`src/rtl/c7bbiu_pkg.sv`:
```
// Shared AXI constants and helpers for the c7b bus interface unit.
package c7bbiu_pkg;

  localparam logic [1:0] BURST_INCR       = 2'b01;
  localparam logic [1:0] RESP_OKAY        = 2'b00;
  localparam logic [1:0] RESP_EXOKAY      = 2'b01;
  localparam logic [1:0] RESP_SLVERR      = 2'b10;
  localparam logic [1:0] RESP_DECERR      = 2'b11;
  localparam logic [3:0] AX_CACHE_DEFAULT = 4'b0011;
  localparam logic [2:0] AX_PROT_DEFAULT  = 3'b000;

  function automatic int clog2(input int value);
    int res;
    res = 0;
    while ((1 << res) < value) res++;
    return res;
  endfunction

endpackage

```
`src/rtl/c7bbiu_rd_xbar_if.sv`:
```
// AXI read channels (AR + R) between the BIU read crossbar and the external slave.
interface c7bbiu_rd_xbar_if #(
  parameter int AW  = 32,
  parameter int DW  = 64,
  parameter int IDW = 4
);

  logic           ext_biu_ar_ready;
  logic           biu_ext_ar_valid;
  logic [IDW-1:0] biu_ext_ar_id;
  logic [AW-1:0]  biu_ext_ar_addr;
  logic [7:0]     biu_ext_ar_len;
  logic [2:0]     biu_ext_ar_size;
  logic [1:0]     biu_ext_ar_burst;
  logic           biu_ext_ar_lock;
  logic [3:0]     biu_ext_ar_cache;
  logic [2:0]     biu_ext_ar_prot;

  logic           biu_ext_r_ready;
  logic           ext_biu_r_valid;
  logic [IDW-1:0] ext_biu_r_id;
  logic [DW-1:0]  ext_biu_r_data;
  logic           ext_biu_r_last;
  logic [1:0]     ext_biu_r_resp;

  modport master (
    input  ext_biu_ar_ready,
    output biu_ext_ar_valid, biu_ext_ar_id, biu_ext_ar_addr, biu_ext_ar_len,
    output biu_ext_ar_size, biu_ext_ar_burst, biu_ext_ar_lock, biu_ext_ar_cache,
    output biu_ext_ar_prot,
    output biu_ext_r_ready,
    input  ext_biu_r_valid, ext_biu_r_id, ext_biu_r_data, ext_biu_r_last, ext_biu_r_resp
  );

  modport slave (
    output ext_biu_ar_ready,
    input  biu_ext_ar_valid, biu_ext_ar_id, biu_ext_ar_addr, biu_ext_ar_len,
    input  biu_ext_ar_size, biu_ext_ar_burst, biu_ext_ar_lock, biu_ext_ar_cache,
    input  biu_ext_ar_prot,
    input  biu_ext_r_ready,
    output ext_biu_r_valid, ext_biu_r_id, ext_biu_r_data, ext_biu_r_last, ext_biu_r_resp
  );

endinterface

```
`src/rtl/c7bbiu_rr_arb.sv`:
```
// Round-robin arbiter: grants the first requester at or after ptr, with wrap-around.
module c7bbiu_rr_arb
  import c7bbiu_pkg::*;
#(
  parameter int N  = 3,
  parameter int PW = (N > 1) ? clog2(N) : 1
) (
  input  logic          clk,
  input  logic          resetn,
  input  logic [N-1:0]  req,
  input  logic          advance,
  output logic [N-1:0]  gnt,
  output logic [PW-1:0] ptr
);

  logic [PW-1:0] win;
  logic          found;

  always_comb begin
    gnt   = '0;
    win   = '0;
    found = 1'b0;
    for (int k = 0; k < N; k++) begin
      if (!found && req[(int'(ptr) + k) % N]) begin
        found                      = 1'b1;
        gnt[(int'(ptr) + k) % N]   = 1'b1;
        win                        = PW'((int'(ptr) + k) % N);
      end
    end
  end

  always_ff @(posedge clk or negedge resetn) begin
    if (!resetn) begin
      ptr <= '0;
    end else if (advance) begin
      ptr <= PW'((int'(win) + 1) % N);
    end
  end

endmodule

```
`src/rtl/c7bbiu_rd_xbar.sv`:
```
// Read-side crossbar: round-robin AR arbitration over NMST requesters, per-requester
// outstanding-burst tracking, R routing by AXI ID and cancel of in-flight bursts.
module c7bbiu_rd_xbar
  import c7bbiu_pkg::*;
#(
  parameter int NMST   = 3,
  parameter int AW     = 32,
  parameter int DW     = 64,
  parameter int IDW    = 4,
  parameter int MAXOUT = 2
) (
  input  logic               clk,
  input  logic               resetn,
  input  logic [NMST-1:0]    mst_req,
  input  logic [NMST*AW-1:0] mst_addr,
  input  logic [NMST*8-1:0]  mst_len,
  input  logic [NMST*3-1:0]  mst_size,
  input  logic [NMST-1:0]    mst_cancel,
  output logic [NMST-1:0]    mst_ack,
  output logic [NMST-1:0]    mst_rvalid,
  output logic [NMST-1:0]    mst_rlast,
  output logic [NMST-1:0]    mst_rerr,
  output logic [DW-1:0]      mst_rdata,
  c7bbiu_rd_xbar_if.master   axi
);

  localparam int OW = clog2(MAXOUT + 1);
  localparam int PW = (NMST > 1) ? clog2(NMST) : 1;

  logic            ar_valid_reg;
  logic [AW-1:0]   ar_addr_reg;
  logic [7:0]      ar_len_reg;
  logic [2:0]      ar_size_reg;
  logic            r_ready_reg;
  logic [OW-1:0]   outs_reg  [NMST];
  logic [OW-1:0]   cnl_reg   [NMST];
  logic [OW-1:0]   outs_next [NMST];
  logic [OW-1:0]   cnl_next  [NMST];

  logic [PW-1:0]   rr_ptr;
  logic [PW-1:0]   last_win;
  logic [IDW-1:0]  ar_id;
  logic [NMST-1:0] elig, gnt, ar_sel, r_sel, last_hit;
  logic            ar_hs, r_hs, ar_free, grant, r_err;
  logic [AW-1:0]   win_addr;
  logic [7:0]      win_len;
  logic [2:0]      win_size;

  assign ar_hs   = ar_valid_reg && axi.ext_biu_ar_ready;
  assign r_hs    = axi.ext_biu_r_valid && r_ready_reg;
  assign ar_free = !ar_valid_reg || axi.ext_biu_ar_ready;
  assign grant   = ar_free && (|elig);
  assign r_err   = (axi.ext_biu_r_resp == RESP_SLVERR) || (axi.ext_biu_r_resp == RESP_DECERR);

  // The pointer only moves on a grant and always sits one past the last winner,
  // so the presented AR id is recovered from it and holds under backpressure.
  assign last_win = (rr_ptr == '0) ? PW'(NMST - 1) : rr_ptr - 1'b1;
  assign ar_id    = ar_valid_reg ? IDW'(last_win) : '0;

  c7bbiu_rr_arb #(.N(NMST), .PW(PW)) u_arb (
    .clk     (clk),
    .resetn  (resetn),
    .req     (elig),
    .advance (grant),
    .gnt     (gnt),
    .ptr     (rr_ptr)
  );

  generate
    for (genvar gi = 0; gi < NMST; gi++) begin : g_mst
      assign ar_sel[gi]   = ar_hs && (ar_id == IDW'(gi));
      assign r_sel[gi]    = r_hs && (axi.ext_biu_r_id == IDW'(gi));
      assign last_hit[gi] = r_sel[gi] && axi.ext_biu_r_last;
      // A request being acknowledged this cycle is still visible on mst_req;
      // it must not win a second time.
      assign elig[gi]     = mst_req[gi] && (outs_reg[gi] < OW'(MAXOUT)) && !ar_sel[gi];
      assign mst_ack[gi]  = ar_sel[gi];

      assign mst_rvalid[gi] = r_sel[gi] && (cnl_reg[gi] == '0);
      assign mst_rlast[gi]  = mst_rvalid[gi] && axi.ext_biu_r_last;
      assign mst_rerr[gi]   = mst_rvalid[gi] && r_err;

      // Stray r_last with nothing outstanding (e.g. after a reset) must not wrap.
      assign outs_next[gi] = (ar_sel[gi] && !last_hit[gi]) ? outs_reg[gi] + 1'b1 :
                             (!ar_sel[gi] && last_hit[gi] && (outs_reg[gi] != '0)) ?
                             outs_reg[gi] - 1'b1 : outs_reg[gi];
      assign cnl_next[gi]  = mst_cancel[gi] ? outs_next[gi] :
                             (last_hit[gi] && (cnl_reg[gi] != '0)) ? cnl_reg[gi] - 1'b1 :
                             cnl_reg[gi];
    end
  endgenerate

  always_comb begin
    win_addr = '0;
    win_len  = '0;
    win_size = '0;
    for (int i = 0; i < NMST; i++) begin
      if (gnt[i]) begin
        win_addr = mst_addr[i*AW +: AW];
        win_len  = mst_len[i*8 +: 8];
        win_size = mst_size[i*3 +: 3];
      end
    end
  end

  always_ff @(posedge clk or negedge resetn) begin
    if (!resetn) begin
      ar_valid_reg <= 1'b0;
      ar_addr_reg  <= '0;
      ar_len_reg   <= '0;
      ar_size_reg  <= '0;
      r_ready_reg  <= 1'b0;
    end else begin
      r_ready_reg <= 1'b1;
      if (grant) begin
        ar_valid_reg <= 1'b1;
        ar_addr_reg  <= win_addr;
        ar_len_reg   <= win_len;
        ar_size_reg  <= win_size;
      end else if (axi.ext_biu_ar_ready) begin
        ar_valid_reg <= 1'b0;
      end
    end
  end

  always_ff @(posedge clk or negedge resetn) begin
    if (!resetn) begin
      for (int i = 0; i < NMST; i++) begin
        outs_reg[i] <= '0;
        cnl_reg[i]  <= '0;
      end
    end else begin
      for (int i = 0; i < NMST; i++) begin
        outs_reg[i] <= outs_next[i];
        cnl_reg[i]  <= cnl_next[i];
      end
    end
  end

  assign axi.biu_ext_ar_valid = ar_valid_reg;
  assign axi.biu_ext_ar_id    = ar_id;
  assign axi.biu_ext_ar_addr  = ar_addr_reg;
  assign axi.biu_ext_ar_len   = ar_len_reg;
  assign axi.biu_ext_ar_size  = ar_size_reg;
  assign axi.biu_ext_ar_burst = BURST_INCR;
  assign axi.biu_ext_ar_lock  = 1'b0;
  assign axi.biu_ext_ar_cache = AX_CACHE_DEFAULT;
  assign axi.biu_ext_ar_prot  = AX_PROT_DEFAULT;
  assign axi.biu_ext_r_ready  = r_ready_reg;
  assign mst_rdata            = axi.ext_biu_r_data;

endmodule

```
`src/flat_wrapper.sv`:
```
// flat-port wrapper written by rule: the top's interface ports become plain ports
module c7bbiu_rd_xbar_flat import c7bbiu_pkg::*;
#(
  parameter int NMST   = 3,
  parameter int AW     = 32,
  parameter int DW     = 64,
  parameter int IDW    = 4,
  parameter int MAXOUT = 2
)
  (clk, resetn, mst_req, mst_addr, mst_len, mst_size, mst_cancel, mst_ack, mst_rvalid, mst_rlast, mst_rerr, mst_rdata, axi_ext_biu_ar_ready, axi_biu_ext_ar_valid, axi_biu_ext_ar_id, axi_biu_ext_ar_addr, axi_biu_ext_ar_len, axi_biu_ext_ar_size, axi_biu_ext_ar_burst, axi_biu_ext_ar_lock, axi_biu_ext_ar_cache, axi_biu_ext_ar_prot, axi_biu_ext_r_ready, axi_ext_biu_r_valid, axi_ext_biu_r_id, axi_ext_biu_r_data, axi_ext_biu_r_last, axi_ext_biu_r_resp);
  c7bbiu_rd_xbar_if #(.AW(AW), .DW(DW), .IDW(IDW)) axi_i ();
  input  logic clk;
  input  logic resetn;
  input  logic [NMST-1:0] mst_req;
  input  logic [NMST*AW-1:0] mst_addr;
  input  logic [NMST*8-1:0] mst_len;
  input  logic [NMST*3-1:0] mst_size;
  input  logic [NMST-1:0] mst_cancel;
  output logic [NMST-1:0] mst_ack;
  output logic [NMST-1:0] mst_rvalid;
  output logic [NMST-1:0] mst_rlast;
  output logic [NMST-1:0] mst_rerr;
  output logic [DW-1:0] mst_rdata;
  input wire logic [$bits(axi_i.ext_biu_ar_ready)-1:0] axi_ext_biu_ar_ready;
  output wire logic [$bits(axi_i.biu_ext_ar_valid)-1:0] axi_biu_ext_ar_valid;
  output wire logic [$bits(axi_i.biu_ext_ar_id)-1:0] axi_biu_ext_ar_id;
  output wire logic [$bits(axi_i.biu_ext_ar_addr)-1:0] axi_biu_ext_ar_addr;
  output wire logic [$bits(axi_i.biu_ext_ar_len)-1:0] axi_biu_ext_ar_len;
  output wire logic [$bits(axi_i.biu_ext_ar_size)-1:0] axi_biu_ext_ar_size;
  output wire logic [$bits(axi_i.biu_ext_ar_burst)-1:0] axi_biu_ext_ar_burst;
  output wire logic [$bits(axi_i.biu_ext_ar_lock)-1:0] axi_biu_ext_ar_lock;
  output wire logic [$bits(axi_i.biu_ext_ar_cache)-1:0] axi_biu_ext_ar_cache;
  output wire logic [$bits(axi_i.biu_ext_ar_prot)-1:0] axi_biu_ext_ar_prot;
  output wire logic [$bits(axi_i.biu_ext_r_ready)-1:0] axi_biu_ext_r_ready;
  input wire logic [$bits(axi_i.ext_biu_r_valid)-1:0] axi_ext_biu_r_valid;
  input wire logic [$bits(axi_i.ext_biu_r_id)-1:0] axi_ext_biu_r_id;
  input wire logic [$bits(axi_i.ext_biu_r_data)-1:0] axi_ext_biu_r_data;
  input wire logic [$bits(axi_i.ext_biu_r_last)-1:0] axi_ext_biu_r_last;
  input wire logic [$bits(axi_i.ext_biu_r_resp)-1:0] axi_ext_biu_r_resp;
  assign axi_i.ext_biu_ar_ready = axi_ext_biu_ar_ready;
  assign axi_biu_ext_ar_valid = axi_i.biu_ext_ar_valid;
  assign axi_biu_ext_ar_id = axi_i.biu_ext_ar_id;
  assign axi_biu_ext_ar_addr = axi_i.biu_ext_ar_addr;
  assign axi_biu_ext_ar_len = axi_i.biu_ext_ar_len;
  assign axi_biu_ext_ar_size = axi_i.biu_ext_ar_size;
  assign axi_biu_ext_ar_burst = axi_i.biu_ext_ar_burst;
  assign axi_biu_ext_ar_lock = axi_i.biu_ext_ar_lock;
  assign axi_biu_ext_ar_cache = axi_i.biu_ext_ar_cache;
  assign axi_biu_ext_ar_prot = axi_i.biu_ext_ar_prot;
  assign axi_biu_ext_r_ready = axi_i.biu_ext_r_ready;
  assign axi_i.ext_biu_r_valid = axi_ext_biu_r_valid;
  assign axi_i.ext_biu_r_id = axi_ext_biu_r_id;
  assign axi_i.ext_biu_r_data = axi_ext_biu_r_data;
  assign axi_i.ext_biu_r_last = axi_ext_biu_r_last;
  assign axi_i.ext_biu_r_resp = axi_ext_biu_r_resp;
  c7bbiu_rd_xbar #(.NMST(NMST), .AW(AW), .DW(DW), .IDW(IDW), .MAXOUT(MAXOUT)) u_core (.clk(clk), .resetn(resetn), .mst_req(mst_req), .mst_addr(mst_addr), .mst_len(mst_len), .mst_size(mst_size), .mst_cancel(mst_cancel), .mst_ack(mst_ack), .mst_rvalid(mst_rvalid), .mst_rlast(mst_rlast), .mst_rerr(mst_rerr), .mst_rdata(mst_rdata), .axi(axi_i));
endmodule
```
`config.mk`:
```
export PLATFORM = sky130hd
export DESIGN_NAME = c7bbiu_rd_xbar_flat
export DESIGN_NICKNAME = d
export VERILOG_FILES = /design/src/rtl/c7bbiu_pkg.sv /design/src/rtl/c7bbiu_rd_xbar_if.sv /design/src/rtl/c7bbiu_rr_arb.sv /design/src/rtl/c7bbiu_rd_xbar.sv /design/src/flat_wrapper.sv
export SDC_FILE = /design/constraint.sdc
export NUM_CORES = 1
export LEC_CHECK = 0
export ABC_AREA = 1
export BUFFER_PORTS_ARGS = -buffer_cell sky130_fd_sc_hd__buf_2
export CORE_AREA = 10 10 125 127
export CTS_CLUSTER_SIZE = 8
export DETAILED_ROUTE_END_ITERATION = 16
export DIE_AREA = 0 0 135 137
export PLACE_DENSITY = 0.73
export SLEW_MARGIN = 20
export SYNTH_ARGS = -nofsm -noshare
export SYNTH_HDL_FRONTEND = slang
export SYNTH_SLANG_ARGS = --single-unit
```
`constraint.sdc`:
```
create_clock -name clk -period 3 [get_ports clk]
set_clock_uncertainty 0.05 [all_clocks]
set_input_delay 0.6 -clock clk [delete_from_list [all_inputs] [get_ports clk]]
set_output_delay 0.6 -clock clk [all_outputs]
set_load 0.05 [all_outputs]
```
# Yosys cells after proc, flatten, opt, wreduce, memory -nomap -nowiden
# Cells that the tools add are included.
# word_totals
register_bits	59
input_bits	210
out_inout_bits	135
wordCells	166
# classes
n_addsub	13
n_div	4
n_lt_le_gt_ge	9
n_eq_ne	6
muxes	48
bitwise_logic	2
n_reduce_logical	72
# ops
op	count
32-bit by 1-bit greater-or-equal comparator with 1-bit output, second input constant	3
32-bit by 4-bit < comparator with 1-bit output, second input constant	3
32-bit by 3-bit modulo with 32-bit output, second input constant	3
32-bit 2-to-1 mux	3
1-bit logical AND	44
2-bit 2-to-1 mux	17
3-bit by 3-bit modulo with 32-bit output, second input constant	1
8-bit 2-to-1 mux	3
2-bit nonzero test	10
3-bit 2-to-1 mux	6
2-bit by 1-bit subtractor with 2-bit output, second input constant	7
1-bit 2-to-1 mux	13
1-bit logical NOT	9
4-bit by 1-bit == test with 1-bit output, second input constant	2
4-bit by 2-bit == test with 1-bit output, second input constant	2
2-bit logical NOT	4
4-bit logical NOT	2
2-bit by 1-bit adder with 2-bit output, second input constant	3
2-bit by 1-bit adder with 3-bit output, second input constant	2
1-bit binary-select mux with 2-bit select	3
1-bit demux with 2-bit select	3
2-bit < comparator, second input constant	3
3-bit OR	2
2-bit == test, second input constant	2
3 further kinds	4

# Depth between registers and ports, before layout
# Gate-level depths: netlist of the first run.
# depth
ltp_word	20
mapped_depth	18
ltp_nobuf	17

# Cells and area by module
# Synthesis of the first run repeated with hierarchy kept, for this count alone.
# unflattened
hier_cells	653
hier_area_um2	4594.4
# by_module_without_submodules
module	instances	cells_each	area_each_um2
c7bbiu_rd_xbar	1	584	4170.2
c7bbiu_rr_arb	1	69	424.2

# Least setup slack after synthesis of the first run
# OpenSTA, ideal clock, no wires.
# synth_timing
path_type	register to output
from	reg u_core.r_ready_reg (netlist: u_core.axi.biu_ext_r_ready)
to	out mst_rerr[1]
arrival_ps	1993
slack_ps	357
stages_incl_launch_ff	5
n_path_buf	0
path_cell_list	dfrtp_1 > nand2_1 > inv_1 > nand4_1 > nor3_1
# synth_via
elab_chain_len	4
# synth_rtl
element	line_no	source
start: declaration	c7bbiu_rd_xbar.sv:34	logic r_ready_reg;
start signal: assignment	c7bbiu_rd_xbar.sv:112	r_ready_reg <= 1'b0;
start signal: assignment	c7bbiu_rd_xbar.sv:114	r_ready_reg <= 1'b1;
1-bit logical AND	c7bbiu_rd_xbar.sv:50	assign r_hs = axi.ext_biu_r_valid && r_ready_reg;
1-bit logical AND	c7bbiu_rd_xbar.sv:72	assign r_sel[gi] = r_hs && (axi.ext_biu_r_id == IDW'(gi));
1-bit logical AND	c7bbiu_rd_xbar.sv:79	assign mst_rvalid[gi] = r_sel[gi] && (cnl_reg[gi] == '0);
1-bit logical AND	c7bbiu_rd_xbar.sv:81	assign mst_rerr[gi] = mst_rvalid[gi] && r_err;
end: declaration	flat_wrapper.sv:22	output logic [NMST-1:0] mst_rerr;
# No other way between the ends.

# Worst setup path after layout of the first run
# layout_timing
from	reg u_core.u_arb.ptr[0]
to	reg u_core.ar_addr_reg[5] (netlist: u_core.axi.biu_ext_ar_addr[5])
# layout_via
elab_chain_len	20
# layout_rtl
element	line_no	source
start: declaration	c7bbiu_rr_arb.sv:13	output logic [PW-1:0] ptr
start signal: assignment	c7bbiu_rr_arb.sv:36	ptr <= PW'((int'(win) + 1) % N);
branches (longest 20 deep; another with 32-bit by 3-bit modulo with 32-bit output)	n/a	
end signal: assignment	c7bbiu_rd_xbar.sv:117	ar_addr_reg <= win_addr;
end: declaration	c7bbiu_rd_xbar.sv:31	logic [AW-1:0] ar_addr_reg;
# Parallel ways; which one is timed is not known. The select of a mux whose other input is x is not followed.
# A chain may end at the register's enable or synchronous reset.

==> results of run 1 <==
cell usage after synthesis, types with 3 or more instances:
| library cell | count |
|---|---|
| nor2_1 | 23 |
| o21ai_0 | 9 |
| inv_2 | 5 |
| nand3_1 | 58 |
| a21oi_2 | 19 |
| nand4_1 | 8 |
| xor2_1 | 3 |
| inv_1 | 85 |
| buf_4 | 83 |
| a21oi_1 | 74 |
| buf_6 | 8 |
| nand2_2 | 7 |
| clkbuf_1 | 5 |
| dfrtp_1 | 59 |
| ha_1 | 11 |
| nor3_1 | 4 |
| nand2_1 | 216 |
| buf_2 | 11 |
routing by layer:
layer | vias to the layer above | wire length [microns] | track usage (%)
met3 | 28 | 1280 | 5.46
met5 | - | 0 | 0
met4 | 0 | 351 | 6.04
met2 | 190 | 7840 | 27.3
li1 | 2383 | - | -
met1 | 2116 | 6060 | 17.5
layout make-up:
cell class	count	area share, %
multi-input combinational	459	39.0
sequential	59	25.9
timing repair buffer	211	19.8
inverter	93	6.30
clock buffer	13	4.57
tap	176	3.86
clock inverter	2	0.615
critical path, cell delays in order (launching register included):
cell	delay, ns
dfrtp_1	0.37
inv_1	0.09
ha_1	0.48
inv_4	0.10
nand3_1	0.13
nand4_1	0.12
nand2_2	0.12
inv_4	0.06
nand2_2	0.08
nand2_2	0.05
nand2_2	0.08
nand2_4	0.19
inv_6	0.35
nand3_1	0.15
nand2_1	0.10
nand2_1	0.05
nand2_1	0.06
how the worst max path moves through the flow:
stage / start / endpoint / depth (start not counted)
finish: u_core.u_arb.ptr[0] / u_core.axi.biu_ext_ar_addr[5] / 16
floorplan: u_core.axi.biu_ext_r_ready / mst_rerr[1] / 4
CTS: u_core.u_arb.ptr[0] / u_core.axi.biu_ext_ar_len[1] / 16
detailed placement: u_core.u_arb.ptr[0] / u_core.axi.biu_ext_ar_len[1] / 16
global placement: u_core.u_arb.ptr[0] / u_core.axi.biu_ext_ar_len[1] / 16
global route: u_core.u_arb.ptr[0] / u_core.axi.biu_ext_ar_len[1] / 16
cells by family (layout without fill, tap and decap cells):
kind of cell	Yosys count	count (layout)	synth area share, %
AND/OR/NAND/NOR	323	323	28.3
buffers and inverters	200	319	23.9
AO/OA/AOI/OAI	108	108	13.2
flip-flops	59	59	30.8
adder cells (fa/ha/maj)	11	11	2.87
XOR/XNOR	3	3	0.548
other	2	13	0.157
multiplexers	1	1	0.235
per-stage QoR:
stage | utilization [%] | hold WS (ns) | area (sq um) | power, mW | std cells
2_1_floorplan | - | 0.254 | 4840 | 6.18 | 718
3_3_place_gp | 41.3 | 0.408 | 5400 | 7.01 | 998
3_5_place_dp | 41.3 | 0.411 | 5400 | 7.12 | 998
4_1_cts | 43.5 | 0.176 | 5700 | 8.18 | 1013
5_1_grt | 43.5 | 0.195 | 5700 | 8.85 | 1013
6_report | 43.5 | 0.166 | 5700 | 8.08 | 1013
where the power goes:
part	internal [mW]	leakage, nW	switching (mW)
clock network	0.682	0.146	0.343
logic	1.63	2.54	4.07
registers	1.18	0.744	0.183
total	3.49	3.43	4.60
==> results.cfg, run 1 <==
[outcome]
status = finished clean

[clock_network]
postCtsResizedCells = 0
clk_pin_slew_ns = 0.05
clock_sinks = 59
cts_tree = built
cts_made_buffers = 9
clk_latency_ns = 0.32
ctsHoldBuffers = 0
cts_root_buffer = clkbuf_16
post_cts_buffers = 0
clockBufferDepth = 2
htree_levels = 3

[sta]
maxSlewViolCount = 0
fin_tns_setup_ns = 0
max_freq_mhz = 368
hold_viol_final = 0
setup_ws_ns = 0.279
setup_viol = 0
fin_crit_ns = 2.72
rsz0062_at_grt = no
min_period_over_period_pct = 90.7

[route]
totalWireLength_microns = 15500
vias = 4717
drc = 0
antenna_left = 0
drt-initial-drc-count = 190
avgViaCountPerCell = 4.66
routedWlPerCell_microns = 15.3
dr.pass1.iters = 5

[power_and_ir_drop]
peakVddDrop_v = 0.000534
powerDensity_nw_per_um2 = 1420
p_leak_nw = 3.43

[floorplan]
die-area_sq_um = 18500
die_y_microns = 137
coreArea_sq_um = 13100
num_rows = 42
initial_core_util_pct = 36.7
io_pins = 345
die_w_microns = 135

[synth]
async_flop_share_pct = 100
synth_ff_type = dfrtp_1
synth_edf_count = 0
netlist.area_leader.share_pct = 30.8
ys_ff_latch = 59
yosys_warnings = 0
yosysTopAreaCell = dfrtp_1
synth_cell_types = 31
syn-cell-area_sq_um = 4800
syn-mean-instance-area_sq_um = 6.79
ys_seq_area_share_pct = 30.8
synthTopCellsByArea = dfrtp_1 31%, nand2_1 17%, buf_4 13%, a21oi_1 7.7%, inv_1 6.7%
synthCells = 707

[final_layout]
regArea_sq_um = 1480
layout_common_cells = 216 x nand2_1, 203 x buf_2, 85 x inv_1, 74 x a21oi_1, 59 x dfrtp_1
largest_reg_flops = 32
synthToLayoutAreaGrowth_pct = 18.8
nFillCells = 1377
multi_input_area_sq_um = 2220
drive_gt1_share_pct = 31.5
layout.nets = 1054
final_common_cell = nand2_1
diodes = 0

[place]
dp_worst_setup_slack_ns = 0.285
io_buffers = 203
place_congestion = 0.832
place_hpwl_microns = 12100

[flow_run]
drv_cap = 0

[critical_path]
startpoint_type = register
crit_fanout = 43
critical_path_class = register to register
rr_endpoint = u_core.axi.biu_ext_ar_addr[5]
required_ns = 3.20
ff2ff_setup_slack_ns = 0.28
reg2reg_from = u_core.u_arb.ptr[0]
rr_worst_depth = 16
crit_path_end_kind = register
critPathArrivalTime_ns = 2.92

[global_routing]
grt_start_max_net_pins = 53
grt_pass1_wl_microns = 23400
antenna_found_initial = 0
grt_overflow = 0
grt_pass1_vias = 4542
track_usage_pct = 15.8

[worst_hold_path]
min_path_type = input port to async pin
(Power assumes the default switching activity.)
==> inputs of run 2 (changes only) <==
Settings changed: SETUP_SLACK_MARGIN set to 0.3.
==> results.cfg, run 2 (synthesis gave the netlist of run 1 again) <==
[route]
routedWlPerCell_microns = 15.5
vias = 4714
drt-initial-drc-count = 229
dr.pass1.iters = 5
totalWireLength_microns = 15900
avgViaCountPerCell = 4.60
antenna_left = 0
drc = 0

[final_layout]
synthToLayoutAreaGrowth_pct = 21.3
final_common_cell = nand2_1
nFillCells = 1375
diodes = 0
layout.nets = 1065
layout_common_cells = 216 x nand2_1, 203 x buf_2, 85 x inv_1, 74 x a21oi_1, 59 x dfrtp_1
largest_reg_flops = 32
drive_gt1_share_pct = 32.5

[outcome]
status = finished clean

[global_routing]
grt_overflow = 0
antenna_found_initial = 0
grt_use_met3_pct = 5.50
top_usage_layer = met2
track_usage_pct = 15.8
grt_pass1_wl_microns = 23500
grt_pass1_vias = 4548
grtUsageMet2_pct = 27.2
grt_start_max_net_pins = 53
grt_util_met1_pct = 17.6

[critical_path]
path_delay_family = simple AND/OR/NAND/NOR gates
critPathCapture = u_core.axi.biu_ext_ar_addr[21]
required_ns = 3.15
cp_common_cell = nand2_1
cp_num_cells = 14
crit_fanout = 43
slowest_stage = dfrtp_1
reg2reg_from = u_core.u_arb.ptr[0]
rr_worst_depth = 14
critPathArrivalTime_ns = 2.60
critical_path_buf_inv_count = 4
ff2ff_setup_slack_ns = 0.55
rr_endpoint = u_core.axi.biu_ext_ar_addr[21]
crit_path_end_kind = register
cp-startpoint = u_core.u_arb.ptr[0]
critical_path_class = register to register
slowest_delay_ns = 0.40
startpoint_type = register
cp_cell_sequence = inv_1, ha_4, inv_4, nand3_1, nand4_1, nand2_2, inv_4, nand4_1, nand2_8, clkinv_8, nand3_1, nand2_1, nand2_1, nand2_1

[clock_network]
htree_levels = 3
cts_tree = built
ctsHoldBuffers = 0
cts_made_buffers = 9
clk_latency_ns = 0.32
clk_pin_slew_ns = 0.05
clockBufferDepth = 2
clock_sinks = 59
cts_root_buffer = clkbuf_16

[power_and_ir_drop]
powerDensity_nw_per_um2 = 1440
power_mw = 8.39
peakVddDrop_v = 0.000608
p_leak_nw = 3.50

[sta]
min_period_over_period_pct = 81.6
setup_viol = 0
fin_crit_ns = 2.45
rsz0062_at_grt = no
hold_viol_final = 0
maxSlewViolCount = 0
max_freq_mhz = 409
fin_tns_setup_ns = 0

[worst_hold_path]
min_path_type = input port to async pin

[floorplan]
coreArea_sq_um = 13100
io_pins = 345
die_w_microns = 135
num_rows = 42
die-area_sq_um = 18500
die_y_microns = 137
initial_core_util_pct = 36.7

[place]
place_congestion = 0.832
place_hpwl_microns = 12100
io_buffers = 203

[flow_run]
drv_cap = 0
-- run 2: per-stage QoR --
stage          instances  area (sq um)  worst slack, ns  hold WS, ns  utilization (%)
3_5_place_dp         998          5400            0.285        0.411             41.3
4_1_cts             1013          5700            0.303        0.176             43.6
3_3_place_gp         998          5400            0.319        0.408             41.3
5_1_grt             1024          5820            0.303        0.195             44.5
6_report            1024          5820            0.552        0.170             44.5
2_1_floorplan        718          4840            0.357        0.254                -
-- run 2: power by group --
group	leakage (nW)	switching (mW)	internal, mW
sequential	0.744	0.186	1.18
clock	0.146	0.345	0.682
combinational	2.61	4.18	1.83
-- run 2: timing repair --
action,4_1_cts,5_1_grt
endpoints found under the hold margin,0,0
resized for setup,2,4
pin swaps,1,3
buffers inserted,0,10
endpoints found under the setup margin,7,45
gates cloned,0,1
-- run 2: per-layer routing --
layer  wire length, microns  part of all wire, %
met1                   6220                   39
met2                   8000                   50
met3                   1290                  8.1
met4                    353                  2.2
met5                      0                    0
-- run 2: worst min-delay path by stage --
| stage | start | to | slack [ns] | cells past startpoint |
|---|---|---|---|---|
| after CTS | resetn | u_core.axi.biu_ext_ar_size[1] | 0.18 | 1 |
| after global placement | u_core.axi.biu_ext_ar_addr[10] | u_core.axi.biu_ext_ar_addr[10] | 0.41 | 2 |
| final | resetn | u_core.axi.biu_ext_ar_size[1] | 0.17 | 1 |
| after detailed placement | u_core.axi.biu_ext_ar_addr[25] | u_core.axi.biu_ext_ar_addr[25] | 0.41 | 2 |
| after floorplan | resetn | u_core.axi.biu_ext_ar_addr[0] | 0.25 | 0 |
| after global routing | resetn | u_core.axi.biu_ext_ar_size[1] | 0.19 | 1 |
-- run 2: area by class of cell --
| class | instances | area, sq um | share of cell area [%] |
|---|---|---|---|
| timing repair buffer | 221 | 1200 | 20.7 |
| multi-input combinational | 460 | 2250 | 38.7 |
| clock inverter | 2 | 35.0 | 0.602 |
| sequential | 59 | 1480 | 25.4 |
| inverter | 93 | 367 | 6.30 |
| tap | 176 | 220 | 3.79 |
| clock buffer | 13 | 260 | 4.47 |
